--- src/rtl/counter_arbiter.sv ---
// Round-robin arbiter that lends a shared up counter to one requester at a time.
// Optional COUNTER_ARB_PRESCALE_EN slows count steps to one per PRESCALE clocks.
module counter_arbiter #(
  parameter int WIDTH    = 4,
  parameter int NREQ     = 2,
  parameter int PRESCALE = 4
) (
  input  logic                  clk,
  input  logic                  reset,
  input  logic [NREQ-1:0]       req,
  input  logic [NREQ*WIDTH-1:0] limit,
  output logic [NREQ-1:0]       grant,
  output logic [WIDTH-1:0]      count,
  output logic                  busy,
  output logic [NREQ-1:0]       done
);

  localparam int PTRW = (NREQ > 1) ? $clog2(NREQ) : 1;

  typedef enum logic [1:0] {
    S_IDLE,
    S_COUNT,
    S_DONE
  } state_t;

  state_t           r_state;
  logic [PTRW-1:0]  r_ptr;
  logic [PTRW-1:0]  r_own;
  logic [WIDTH-1:0] r_lim;
  logic [WIDTH-1:0] r_cnt;
  logic [NREQ-1:0]  r_grant;
  logic [NREQ-1:0]  r_done;
  logic             r_busy;

  logic             w_any;
  logic [PTRW-1:0]  w_win;
  logic [PTRW-1:0]  w_idx;
  logic [PTRW-1:0]  w_next;
  logic             w_step;
  int               w_sum;

  // Scan downward so the lowest offset from the pointer wins.
  always_comb begin
    w_any = 1'b0;
    w_win = '0;
    w_sum = 0;
    w_idx = '0;
    for (int i = NREQ - 1; i >= 0; i--) begin
      w_sum = int'(r_ptr) + i;
      if (w_sum >= NREQ) w_sum = w_sum - NREQ;
      w_idx = PTRW'(w_sum);
      if (req[w_idx]) begin
        w_any = 1'b1;
        w_win = w_idx;
      end
    end
  end

  assign w_next = (r_own == PTRW'(NREQ - 1)) ? '0 : r_own + 1'b1;

`ifdef COUNTER_ARB_PRESCALE_EN
  localparam int PSW = (PRESCALE > 1) ? $clog2(PRESCALE) : 1;

  logic [PSW-1:0] r_pre;

  assign w_step = (r_pre == PSW'(PRESCALE - 1));

  always_ff @(posedge clk or negedge reset) begin
    if (!reset) begin
      r_pre <= '0;
    end else if (r_state != S_COUNT || !req[r_own] || w_step) begin
      r_pre <= '0;
    end else begin
      r_pre <= r_pre + 1'b1;
    end
  end
`else
  logic w_unused_pre;

  assign w_step       = 1'b1;
  assign w_unused_pre = (PRESCALE > 0);
`endif

  always_ff @(posedge clk or negedge reset) begin
    if (!reset) begin
      r_state <= S_IDLE;
      r_ptr   <= '0;
      r_own   <= '0;
      r_lim   <= '0;
      r_cnt   <= '0;
      r_grant <= '0;
      r_done  <= '0;
      r_busy  <= 1'b0;
    end else begin
      r_done <= '0;
      unique case (r_state)
        S_IDLE: begin
          if (w_any) begin
            r_grant <= NREQ'(1) << w_win;
            r_own   <= w_win;
            r_lim   <= limit[int'(w_win)*WIDTH +: WIDTH];
            r_cnt   <= '0;
            r_busy  <= 1'b1;
            r_state <= S_COUNT;
          end
        end
        S_COUNT: begin
          if (!req[r_own]) begin
            r_grant <= '0;
            r_busy  <= 1'b0;
            r_cnt   <= '0;
            r_ptr   <= w_next;
            r_state <= S_IDLE;
          end else if (w_step) begin
            if (r_cnt == r_lim) begin
              r_done  <= r_grant;
              r_grant <= '0;
              r_busy  <= 1'b0;
              r_state <= S_DONE;
            end else begin
              r_cnt <= r_cnt + 1'b1;
            end
          end
        end
        S_DONE: begin
          r_ptr   <= w_next;
          r_state <= S_IDLE;
        end
        default: r_state <= S_IDLE;
      endcase
    end
  end

  assign grant = r_grant;
  assign count = r_cnt;
  assign busy  = r_busy;
  assign done  = r_done;

endmodule

--- config.mk ---
export PLATFORM = sky130hd
export DESIGN_NAME = counter_arbiter
export DESIGN_NICKNAME = d
export VERILOG_FILES = /design/src/rtl/counter_arbiter.sv
export SDC_FILE = /design/constraint.sdc
export NUM_CORES = 1
export LEC_CHECK = 0
export BUFFER_PORTS_ARGS = -buffer_cell sky130_fd_sc_hd__clkbuf_2
export CORE_MARGIN = 1
export CORE_UTILIZATION = 49
export CTS_BUF_LIST = sky130_fd_sc_hd__clkbuf_2 sky130_fd_sc_hd__clkbuf_4 sky130_fd_sc_hd__clkbuf_8
export CTS_CLUSTER_SIZE = 40
export DETAILED_ROUTE_END_ITERATION = 12
export PLACE_DENSITY = 0.8
export SYNTH_ARGS = -nofsm -noshare
export SYNTH_HDL_FRONTEND = slang
export SYNTH_SLANG_ARGS = --single-unit
--- constraint.sdc ---
create_clock -name clk -period 1.3 [get_ports clk]
set_input_delay 0 -clock clk [delete_from_list [all_inputs] [get_ports clk]]
set_output_delay 0 -clock clk [all_outputs]
set_load 0.02 [all_outputs]
==> reports/metrics.csv <==
stage,metric,value,unit
detailed_routing,drc,0,
floorplanning,die_area,1966,um^2
placed_design,placed_cells,138,
grt,grt.overflow.total,0,
synthesis,synth_edf_count,0,
cells_and_area,syn_to_final_growth,41.88,%
timing,report.final.slew_viol_count,0,
timing,whs,0.01729,ns
worst_setup_path,startpoint_type,flip-flop,
cells_and_area,diodes,0,
cells_and_area,n_fill_cell,108,
floorplanning,io_pins,21,
floorplanning,initial_core_util,55.10,%
timing,relSlewSlack,71.32,%
synthesis,synth.ff_latch_count,17,
timing,fmax,688.5,MHz
cells_and_area,layout-drive-gt1-share,51.61,%
pwr,powerDensity,2049,nW/um^2
timing,setup_violations,11,
detailed_routing,viasPerCell,5.365,
grt,antenna_found_initial,0,
grt,grt_pass1_wl,3408,um
outcome,violations,setup timing,
clocking,clockBufferDepth,2,
clocking,cts_root_buf,clkbuf_4,
timing,fin_crit,1.452,ns
synthesis,ys.flop_type,dfrtp_1,
clocking,htree_levels,1,
floorplanning,die_h,44.34,um
worst_setup_path,crit_type,reg -> reg,
grt,grt_start_max_net_pins,18,
placed_design,io_buffers,20,
clocking,cts_buffers,3,
synthesis,avgSynthCellArea,10.71,um^2
floorplanning,coreArea,1594,um^2
floorplanning,fp-row-count,14,
synthesis,synth_cell_types,33,
clocking,clk_pin_slew,0.11,ns
detailed_routing,drt-total-wl,2201,um
synthesis,synthesis.area,878.3,um^2
cells_and_area,multiInputGateArea,478.0,um^2
clocking,clock_latency,0.30,ns
pwr,p_total,2553,uW
synthesis,syn-num-nets,95,
timing,fin_crit_sh,111.7,%
synthesis,postSynthCellCount,82,
hold_path,hold_path_class,in -> reg,
clocking,cts.sinks,17,
timing,rsz0062_at_grt,true,
worst_setup_path,cp_max_fo,4,
pwr,ir_worst_vdd,0.001241,V
timing,fin_skew,0.01099,ns
synthesis,synth_top_area_cell,dfrtp_1,
flow_run,cap_violations,0,
grt,grt.total_usage,24.51,%
synthesis,synth-async-reset-ratio,100.0,%
outcome,status,finished with violations,
worst_setup_path,crit_path_end_kind,flip-flop,
timing,tightest_slew,0.4302,ns
synthesis,synth_commonest_cells,"17 x dfrtp_1, 8 x a21oi_1, 7 x mux2i_1",
detailed_routing,drt_first_pass_iters,5,
timing,layout_setup_ws,-0.1524,ns
detailed_routing,ant_nets,0,
worst_setup_path,required,1.49,ns
synthesis,synth_most_common_cell,dfrtp_1,
detailed_routing,routedWlPerCell,14.87,um
floorplanning,die_width,44.34,um
synthesis,synth_top_area_share,48.43,%
detailed_routing,vias,794,
placed_design,routabilityCongestion,0.8053,
synthesis,synthTopCellsByArea,"dfrtp_1 48%, mux2i_1 8.0%, a21oi_1 4.6%, xnor2_1 4.0%, o21ai_0 2.3%",
cells_and_area,fin_nets,138,
worst_setup_path,cp_data_arrival_time,1.64,ns
synthesis,yosysWarningCount,0,
synthesis,yosysSeqAreaShare,48.43,%
clocking,tritoncts,yes,
cells_and_area,fin_cells,148,
grt,grt_pass1_vias,805,
placed_design,hpwl,1382,um
timing,hold_viol,0,
detailed_routing,dr.first_iter.drc_count,14,
cells_and_area,regArea,430.4,um^2
pwr,p_leak,0.0006146,uW
-- power breakdown --
part           switching, uW  internal, uW
Combinational            656           703
Clock                    182           140
Sequential               159           714
Total                    996          1560
-- cells in the final DEF, fill, tap and decap left out, drive strengths merged, types with 2 or more instances in the layout --
cell and count:
mux2i 7, dfrtp 17, clkbuf 24, xnor2 4, or2 3, o21ai 5
buf 17, a21oi 8, and2 2, nor3 4, nand2 2, inv 5
a211oi 2, nor2 6, dlygate4sd3 3
-- path summary, 6_finish.rpt --
path / startpoint / cells after the start / slack, ns / endpoint
max in group asynchronous: reset / 2 / 0.81 / count[1]$_DFFE_PN0P_
worst max register to register: count[0]$_DFFE_PN0P_ / 4 / -0.15 / count[1]$_DFFE_PN0P_
worst max-delay path: count[0]$_DFFE_PN0P_ / 4 / -0.15 / count[1]$_DFFE_PN0P_
min in group asynchronous: reset / 2 / 0.15 / done[0]$_DFF_PN0_
worst min register to register: busy$_DFFE_PN0P_ / 1 / 0.53 / busy$_DFFE_PN0P_
worst min-delay path: limit[7] / 3 / 0.02 / r_lim[3]$_DFFE_PN0P_
-- final cells by class --
cell class	count	share of cell area [%]
inverter	5	1.506
timing repair buffer	40	20.78
clock buffer	4	2.410
sequential	17	34.54
tap	24	2.410
multi-input combinational	58	38.35
-- logic make-up (layout without fill, tap and decap cells) --
kind of cell | after synthesis | after routing | synth area share (%)
mux | 8 | 8 | 9.686
xor+xnor | 4 | 4 | 3.988
simple gates | 22 | 22 | 14.68
buf+inv | 7 | 49 | 3.277
compound gates | 23 | 23 | 18.52
fa+ha+maj | 1 | 1 | 1.424
flops | 17 | 17 | 48.43
-- per-layer routing --
layer / vias to the layer above / share of wire, % / global-route usage (%) / wire length, um
met1: 380 / 43 / 29.63 / 941
met3: 10 / 3.7 / 3.673 / 82
met4: 0 / 3.2 / 12.12 / 70
met5: - / 0 / 0 / 0
li1: 375 / - / - / -
met2: 29 / 50 / 42.35 / 1107
-- worst max-delay path, cell delays in order (launching register included) --
cell and delay, ns:
dfrtp_2 0.44, xnor2_1 0.17, nand4_1 0.24, and2_4 0.24, a22o_2 0.25
-- metrics by stage --
stage                     setup WS, ns  util, %   TNS, ns  area [um^2]
after floorplan               -0.07685        -   -0.1026        889.6
after global placement        -0.03003    69.54  -0.09314         1109
after detailed placement      -0.07715    69.54   -0.2880         1109
after CTS                     -0.05139    75.51   -0.1739         1204
after global routing           -0.1773    78.18    -1.478         1246
final                          -0.1524    78.18   -0.9578         1246
-- what timing repair did --
item                       in CTS  in global routing
setup endpoints to repair       7                 14
buffers inserted                1                  1
hold endpoints to repair       18                  0
pin swaps                       4                  6
hold buffers                    3                  0
cloned                          0                  1
resized for setup               8                  6
-- registers in the layout, summed over array words and instances (netlist names) --
signal,cells
r_own,1
r_lim,4
grant,2
busy,1
count,4
r_ptr,1
r_state,2
done,2
(Power assumes the default switching activity.)
